===== src/rtl/key_input_conditioner.sv =====
// Push-button conditioner: two-flop synchroniser, per-key debounce counter and
// sticky press-event flags that the CPU clears by reading the KEY register.
module key_input_conditioner #(
  parameter int NUM_KEYS        = 4,
  parameter int DEBOUNCE_CYCLES = 50000,
  parameter int EVENT_MODE      = 1,
  parameter int CNT_W           = $clog2(DEBOUNCE_CYCLES)
) (
  input  logic                clk,
  input  logic                rst,
  input  logic [NUM_KEYS-1:0] key_raw_n,
  input  logic                clr_evt,
  output logic [NUM_KEYS-1:0] key_level,
  output logic [NUM_KEYS-1:0] key_evt,
  output logic                key_evt_any,
  output logic [NUM_KEYS-1:0] key_out
);

  localparam logic [CNT_W-1:0] CNT_MAX = CNT_W'(DEBOUNCE_CYCLES - 1);

  logic [NUM_KEYS-1:0] sync1;
  logic [NUM_KEYS-1:0] sync2;
  logic [NUM_KEYS-1:0] s;
  logic [NUM_KEYS-1:0] accept;
  logic [NUM_KEYS-1:0] rise;
  logic [CNT_W-1:0]    cnt [NUM_KEYS];

  // Active-high synchronised level and per-key "level change accepted" strobes
  always_comb begin
    s      = ~sync2;
    accept = '0;
    for (int i = 0; i < NUM_KEYS; i++) begin
      if ((s[i] != key_level[i]) && (cnt[i] == CNT_MAX)) begin
        accept[i] = 1'b1;
      end else begin
        accept[i] = 1'b0;
      end
    end
    rise = accept & s;
  end

  // Two-flop synchroniser; resets to the released (high) pin state
  always_ff @(posedge clk) begin
    if (rst) begin
      sync1 <= '1;
      sync2 <= '1;
    end else begin
      sync1 <= key_raw_n;
      sync2 <= sync1;
    end
  end

  // Debounce counters: any agreement with the current level restarts the count
  always_ff @(posedge clk) begin
    for (int i = 0; i < NUM_KEYS; i++) begin
      if (rst) begin
        cnt[i] <= '0;
      end else if (s[i] == key_level[i]) begin
        cnt[i] <= '0;
      end else if (cnt[i] == CNT_MAX) begin
        cnt[i] <= '0;
      end else begin
        cnt[i] <= cnt[i] + CNT_W'(1);
      end
    end
  end

  // Debounced level flips only when a change has been stable long enough
  always_ff @(posedge clk) begin
    if (rst) begin
      key_level <= '0;
    end else begin
      key_level <= key_level ^ accept;
    end
  end

  // Sticky press flags; a press landing in the clearing cycle survives the clear
  always_ff @(posedge clk) begin
    if (rst) begin
      key_evt <= '0;
    end else if (clr_evt) begin
      key_evt <= rise;
    end else begin
      key_evt <= key_evt | rise;
    end
  end

  assign key_evt_any = |key_evt;
  assign key_out     = (EVENT_MODE != 0) ? key_evt : key_level;

endmodule

===== config.mk =====
export PLATFORM = sky130hd
export DESIGN_NAME = key_input_conditioner
export DESIGN_NICKNAME = d
export VERILOG_FILES = /design/src/rtl/key_input_conditioner.sv
export SDC_FILE = /design/constraint.sdc
export NUM_CORES = 1
export LEC_CHECK = 0
export CAP_MARGIN = 20
export CORE_MARGIN = 8
export CORE_UTILIZATION = 60
export CTS_CLUSTER_DIAMETER = 100
export DETAILED_ROUTE_END_ITERATION = 12
export PLACE_DENSITY = 0.8
export SLEW_MARGIN = 5
export SYNTH_ARGS = -nofsm -noshare
export SYNTH_HDL_FRONTEND = slang
export SYNTH_SLANG_ARGS = --single-unit

===== constraint.sdc =====
create_clock -name clk -period 3 [get_ports clk]
set_clock_uncertainty 0.1 [all_clocks]
set_input_delay 0.9 -clock clk [delete_from_list [all_inputs] [get_ports clk]]
set_output_delay 0.9 -clock clk [all_outputs]
set_load 0.01 [all_outputs]

==> results.cfg, run 1 <==
[timing]
slew-limit-headroom_pct = 63.1
report.final.slew_viol_count = 0
fmax_ghz = 0.362
rsz0062_at_grt = no
finalCriticalPeriod_ns = 2.77
tns_ns = 0
tightest_slew_ns = 0.548
post-route-period-util_pct = 92.2
setup_violations = 0
hold_viol = 0
fin_ws_ns = 0.234

[finish]
layout_common_cells = nor2_1 (75), edfxtp_1 (64), conb_1 (64)
antenna_cells = 0
area_growth_pct = 16.9
fin_nets = 475
drive_gt1_share_pct = 6.61
layout_commonest_cell = nor2_1

[die]
io_pins = 20
die_h_um = 98.1
start_util_pct = 60.8
chipWidth_um = 98.1
die_area_mm2 = 0.00962
row_count = 30
core_mm2 = 0.00664

[clock_tree]
cts_resized = 0
root_buffer = clkbuf_8
cts_buffer_depth = 2
cts_tree = done
cts_hold_buffers = 0
cts_setup_buffers = 0
cts_max_level = 3
clkLatencyLatePin_ns = 0.34
cts_made_buffers = 9
path_clk_slew_ns = 0.08
cts.sinks = 80

[logic_synthesis]
synthArstFlopShare_pct = 0
ys_seq_area_share_pct = 55.5
synth_area_leaders = edfxtp_1 (48%), xnor2_1 (8.0%), dfxtp_1 (7.9%), nor2_1 (7.0%), xor2_1 (4.8%)
synth_top_cell_by_area = edfxtp_1
synth_cell_type_count = 36
yosysTopAreaCellShare_pct = 47.6
synthFlopType = edfxtp_1
ys_ff_latch = 80
post_synth.cell_area_avg_um2 = 10.5
ys_warn_count = 0
syn_inst = 383
synth-edff-count = 64
synth_area_mm2 = 0.00404

[routing]
firstDrtPassIters = 4
via_count = 2859
wl_um = 7230
first_iter_violations = 90
viasPerCell = 5.21
ant_nets = 0
wire_per_inst_um = 13.2
drc = 0

[grt]
antenna_found_initial = 0
grt_first_pass_wirelength_um = 12200
grt_max_degree = 17
grt_pass1_vias = 2832
grtUsageTotal_pct = 15.7
gr-total-overflow = 0

[worst_setup_path]
required_ns = 2.00
critPathKind = register to output port
critPathLaunchType = register
path_buf_inv = 1
worst_path_largest_cell_delay_ns = 0.55
cp.arrival_ns = 1.77
crit_fanout = 4
crit_family = simple AND/OR/NAND/NOR gates
cp_slowest_cell = or4_1
crit_path_end_kind = output port
r2r_start = cnt[3][4]$_SDFFCE_PN0P_
startpoint = key_evt[1]$_SDFF_PP0_
path_cells = or4_1 -> clkdlybuf4s50_1

[run_status]
status = finished, final reports clean

[place]
portBuffers = 19
gp_congestion = 0.896
dp_slack_ns = 0.283
dp_hpwl_um = 5240

[power]
vdd_drop_max_mv = 0.308
leakagePower_nw = 1.63
power_density_mw_per_mm2 = 471

[hold_path]
hp-class = register to register
min_from = sync1[1]$_SDFF_PP1_

[job]
cap_violations = 0
[power breakdown]
group | internal, mW | switching [mW] | leakage (nW)
logic | 0.0444 | 0.0543 | 0.739
registers | 1.24 | 0.0461 | 0.791
clock network | 0.465 | 0.378 | 0.0999
total | 1.75 | 0.479 | 1.63
[synthesized netlist by cell type, drive strengths merged (2+ instances only)]
library cell and n:
a21oi 6, and3 4, and4 5, buf 11
clkbuf 4, dfxtp 16, edfxtp 64, ha 4
inv 11, nand2 16, nand2b 3, nand3 24
nand4 18, nor2 75, nor2b 2, nor3 10
nor4 15, o21ai 4, o41ai 2, or2 10
or3 5, or4 7, xnor2 37, xor2 22
[routing by layer]
metal | routed length, um | GRT usage (%) | vias to the layer above
met4 | 112 | 7.67 | 0
met2 | 3620 | 26.2 | 55
li1 | - | - | 1460
met5 | 0 | 0 | -
met3 | 273 | 3.91 | 8
met1 | 3220 | 18.4 | 1336
[logic make-up after synthesis]
group | after synthesis | synth area share, %
and+or+nand+nor | 200 | 25.3
adders and majority gates | 4 | 1.24
buffers and inverters | 26 | 2.97
AOI/OAI and AO/OA | 12 | 1.86
muxes | 1 | 0.248
DFF | 80 | 55.5
other | 1 | 0.0928
xor gates and xnor gates | 59 | 12.8
[stage by stage]
| stage | instances | power, mW | hold WS, ns | util, % | cell area, um2 |
|---|---|---|---|---|---|
| 3_5_place_dp | 533 | 1.40 | 0.296 | 67.9 | 4510 |
| 5_1_grt | 549 | 2.31 | 0.325 | 71.1 | 4720 |
| 6_report | 549 | 2.23 | 0.313 | 71.1 | 4720 |
| 3_3_place_gp | 533 | 1.40 | 0.294 | 67.9 | 4510 |
| 2_1_floorplan | 446 | 1.37 | 0.289 | - | 4280 |
| 4_1_cts | 549 | 2.25 | 0.315 | 71.1 | 4720 |
[worst paths after layout]
check                       endpoint  slack (ns)  cells past startpoint
min              sync2[1]$_SDFF_PP1_        0.31                      1
min reg2reg      sync2[1]$_SDFF_PP1_        0.31                      1
max                      key_evt_any        0.23                      2
max reg2reg  cnt[3][3]$_SDFFCE_PN0P_        0.51                      4
[layout make-up]
class                           instances  area, um2
Sequential cell                        80       2240
Fill cell                             516       1920
Multi-Input combinational cell        340       1910
Timing Repair Buffer                   22        213
Clock buffer                           10        128
Tap cell                               80        100
Clock inverter                          6       83.8
Inverter                               11       41.3
[sequential cells by signal (all words and copies together) (netlist names)]
name,flops
key_level,4
sync1,4
cnt,64
sync2,4
key_evt,4
Note: power is estimated with default switching activity, not from simulation.
==> inputs of run 2 (changes only) <==
--- a/config.mk
+++ b/config.mk
@@ -5,12 +5,12 @@
 export SDC_FILE = /design/constraint.sdc
 export NUM_CORES = 1
 export LEC_CHECK = 0
-export CAP_MARGIN = 20
 export CORE_MARGIN = 8
 export CORE_UTILIZATION = 60
 export CTS_CLUSTER_DIAMETER = 100
 export DETAILED_ROUTE_END_ITERATION = 12
 export PLACE_DENSITY = 0.8
+export SETUP_SLACK_MARGIN = 0.02
 export SLEW_MARGIN = 5
 export SYNTH_ARGS = -nofsm -noshare
 export SYNTH_HDL_FRONTEND = slang
==> results of run 2 <==
No change in the layout: final DEF, timing and power equal those of run 1.
==> inputs of run 3 (changes only) <==
--- a/config.mk
+++ b/config.mk
@@ -6,12 +6,10 @@
 export NUM_CORES = 1
 export LEC_CHECK = 0
 export CORE_MARGIN = 8
-export CORE_UTILIZATION = 60
+export CORE_UTILIZATION = 45
 export CTS_CLUSTER_DIAMETER = 100
 export DETAILED_ROUTE_END_ITERATION = 12
-export PLACE_DENSITY = 0.8
 export SETUP_SLACK_MARGIN = 0.02
-export SLEW_MARGIN = 5
 export SYNTH_ARGS = -nofsm -noshare
 export SYNTH_HDL_FRONTEND = slang
 export SYNTH_SLANG_ARGS = --single-unit
==> results.cfg, run 3 (same netlist as run 1, synthesis figures left out) <==
[run_status]
status = finished, final reports clean

[routing]
viasPerCell = 4.85
wire_per_inst_um = 12.2
drc = 0
ant_nets = 0
first_iter_violations = 92
via_count = 2807
wl_um = 7050
firstDrtPassIters = 4

[place]
portBuffers = 19
dp_hpwl_um = 5090
gp_congestion = 0.832
dp_slack_ns = 0.412
post-place-cells = 563

[timing]
report.final.slew_viol_count = 0
fin_ws_ns = 0.294
rsz0062_at_grt = no
post-route-period-util_pct = 90.2
finalCriticalPeriod_ns = 2.71
hold_viol = 0
tns_ns = 0
slew-limit-headroom_pct = 64.6
setup_violations = 0
whs_ns = 0.312
fmax_ghz = 0.370
tightest_slew_ns = 0.529

[worst_setup_path]
crit_fanout = 4
startpoint = key_evt[2]$_SDFF_PP0_
critPathLaunchType = register
cp.arrival_ns = 1.71
crit_path_end_kind = output port
critPathKind = register to output port
r2r_start = cnt[2][10]$_SDFFCE_PN0P_
required_ns = 2.00

[clock_tree]
cts_tree = done
root_buffer = clkbuf_8
cts_made_buffers = 9
clkLatencyLatePin_ns = 0.35
cts_buffer_depth = 2
cts_hold_buffers = 0
cts.sinks = 80
cts_setup_buffers = 0
cts_max_level = 3
cts_resized = 0
path_clk_slew_ns = 0.08

[job]
cap_violations = 0

[grt]
antenna_found_initial = 0
grt_first_pass_wirelength_um = 12000
grt_pass1_vias = 2594
grtUsageTotal_pct = 11.6
gr-total-overflow = 0
grt_max_degree = 17

[die]
die_area_mm2 = 0.0123
start_util_pct = 46.3
die_h_um = 111
io_pins = 20
chipWidth_um = 111
core_mm2 = 0.00872
row_count = 34

[finish]
layout_commonest_cell = nor2_1
final_cells = 579
largest_reg_flops = 64
regMostFlops = cnt
layout_common_cells = nor2_1 (75), edfxtp_1 (64), conb_1 (64)
drive_gt1_share_pct = 7.01
fin_nets = 477
antenna_cells = 0
area_growth_pct = 17.5

[hold_path]
min_from = sync1[0]$_SDFF_PP1_
hp-class = register to register

[power]
leakagePower_nw = 1.63
vdd_drop_max_mv = 0.250
power_density_mw_per_mm2 = 455
==> run 3: critical path: stages, from the launching register on <==
cell and delay [ns]:
dfxtp_1 0.35, or4_1 0.52, clkdlybuf4s50_1 0.49
==> run 3: final cells by class <==
cell class | instances | area (um2)
fillers | 792 | 3970
flip-flops and latches | 80 | 2240
multi-input cells | 340 | 1910
repair buffers | 24 | 228
well taps | 108 | 135
clock buffers | 10 | 128
clock inverters | 6 | 60.1
inverters | 11 | 41.3
==> run 3: through the flow <==
stage | area (um2) | utilization, % | power, mW
floorplan | 4280 | - | 1.37
global placement | 4560 | 52.3 | 1.40
detailed placement | 4560 | 52.3 | 1.41
CTS | 4750 | 54.4 | 2.18
global route | 4750 | 54.4 | 2.24
finish | 4750 | 54.4 | 2.16
==> run 3: worst paths after layout <==
kind                                                 to  depth (start not counted)  slack, ns
worst max-delay path                        key_evt_any                          2       0.29
worst min register to register      sync2[0]$_SDFF_PP1_                          1       0.31
worst max register to register  cnt[2][0]$_SDFFCE_PN0P_                          5       0.41
worst min-delay path                sync2[0]$_SDFF_PP1_                          1       0.31
==> run 3: report_power, final <==
| part | total, mW | internal [mW] | switching [mW] | leakage, nW |
|---|---|---|---|---|
| clock network | 0.781 | 0.381 | 0.400 | 0.0937 |
| registers | 1.28 | 1.24 | 0.0448 | 0.791 |
| logic | 0.0981 | 0.0453 | 0.0529 | 0.750 |
==> run 3: layer usage <==
metal	routed length, um	global-route usage [%]
met4	126	5.41
met5	0	0
met1	3660	15.4
met2	3000	16.9
met3	260	3.35
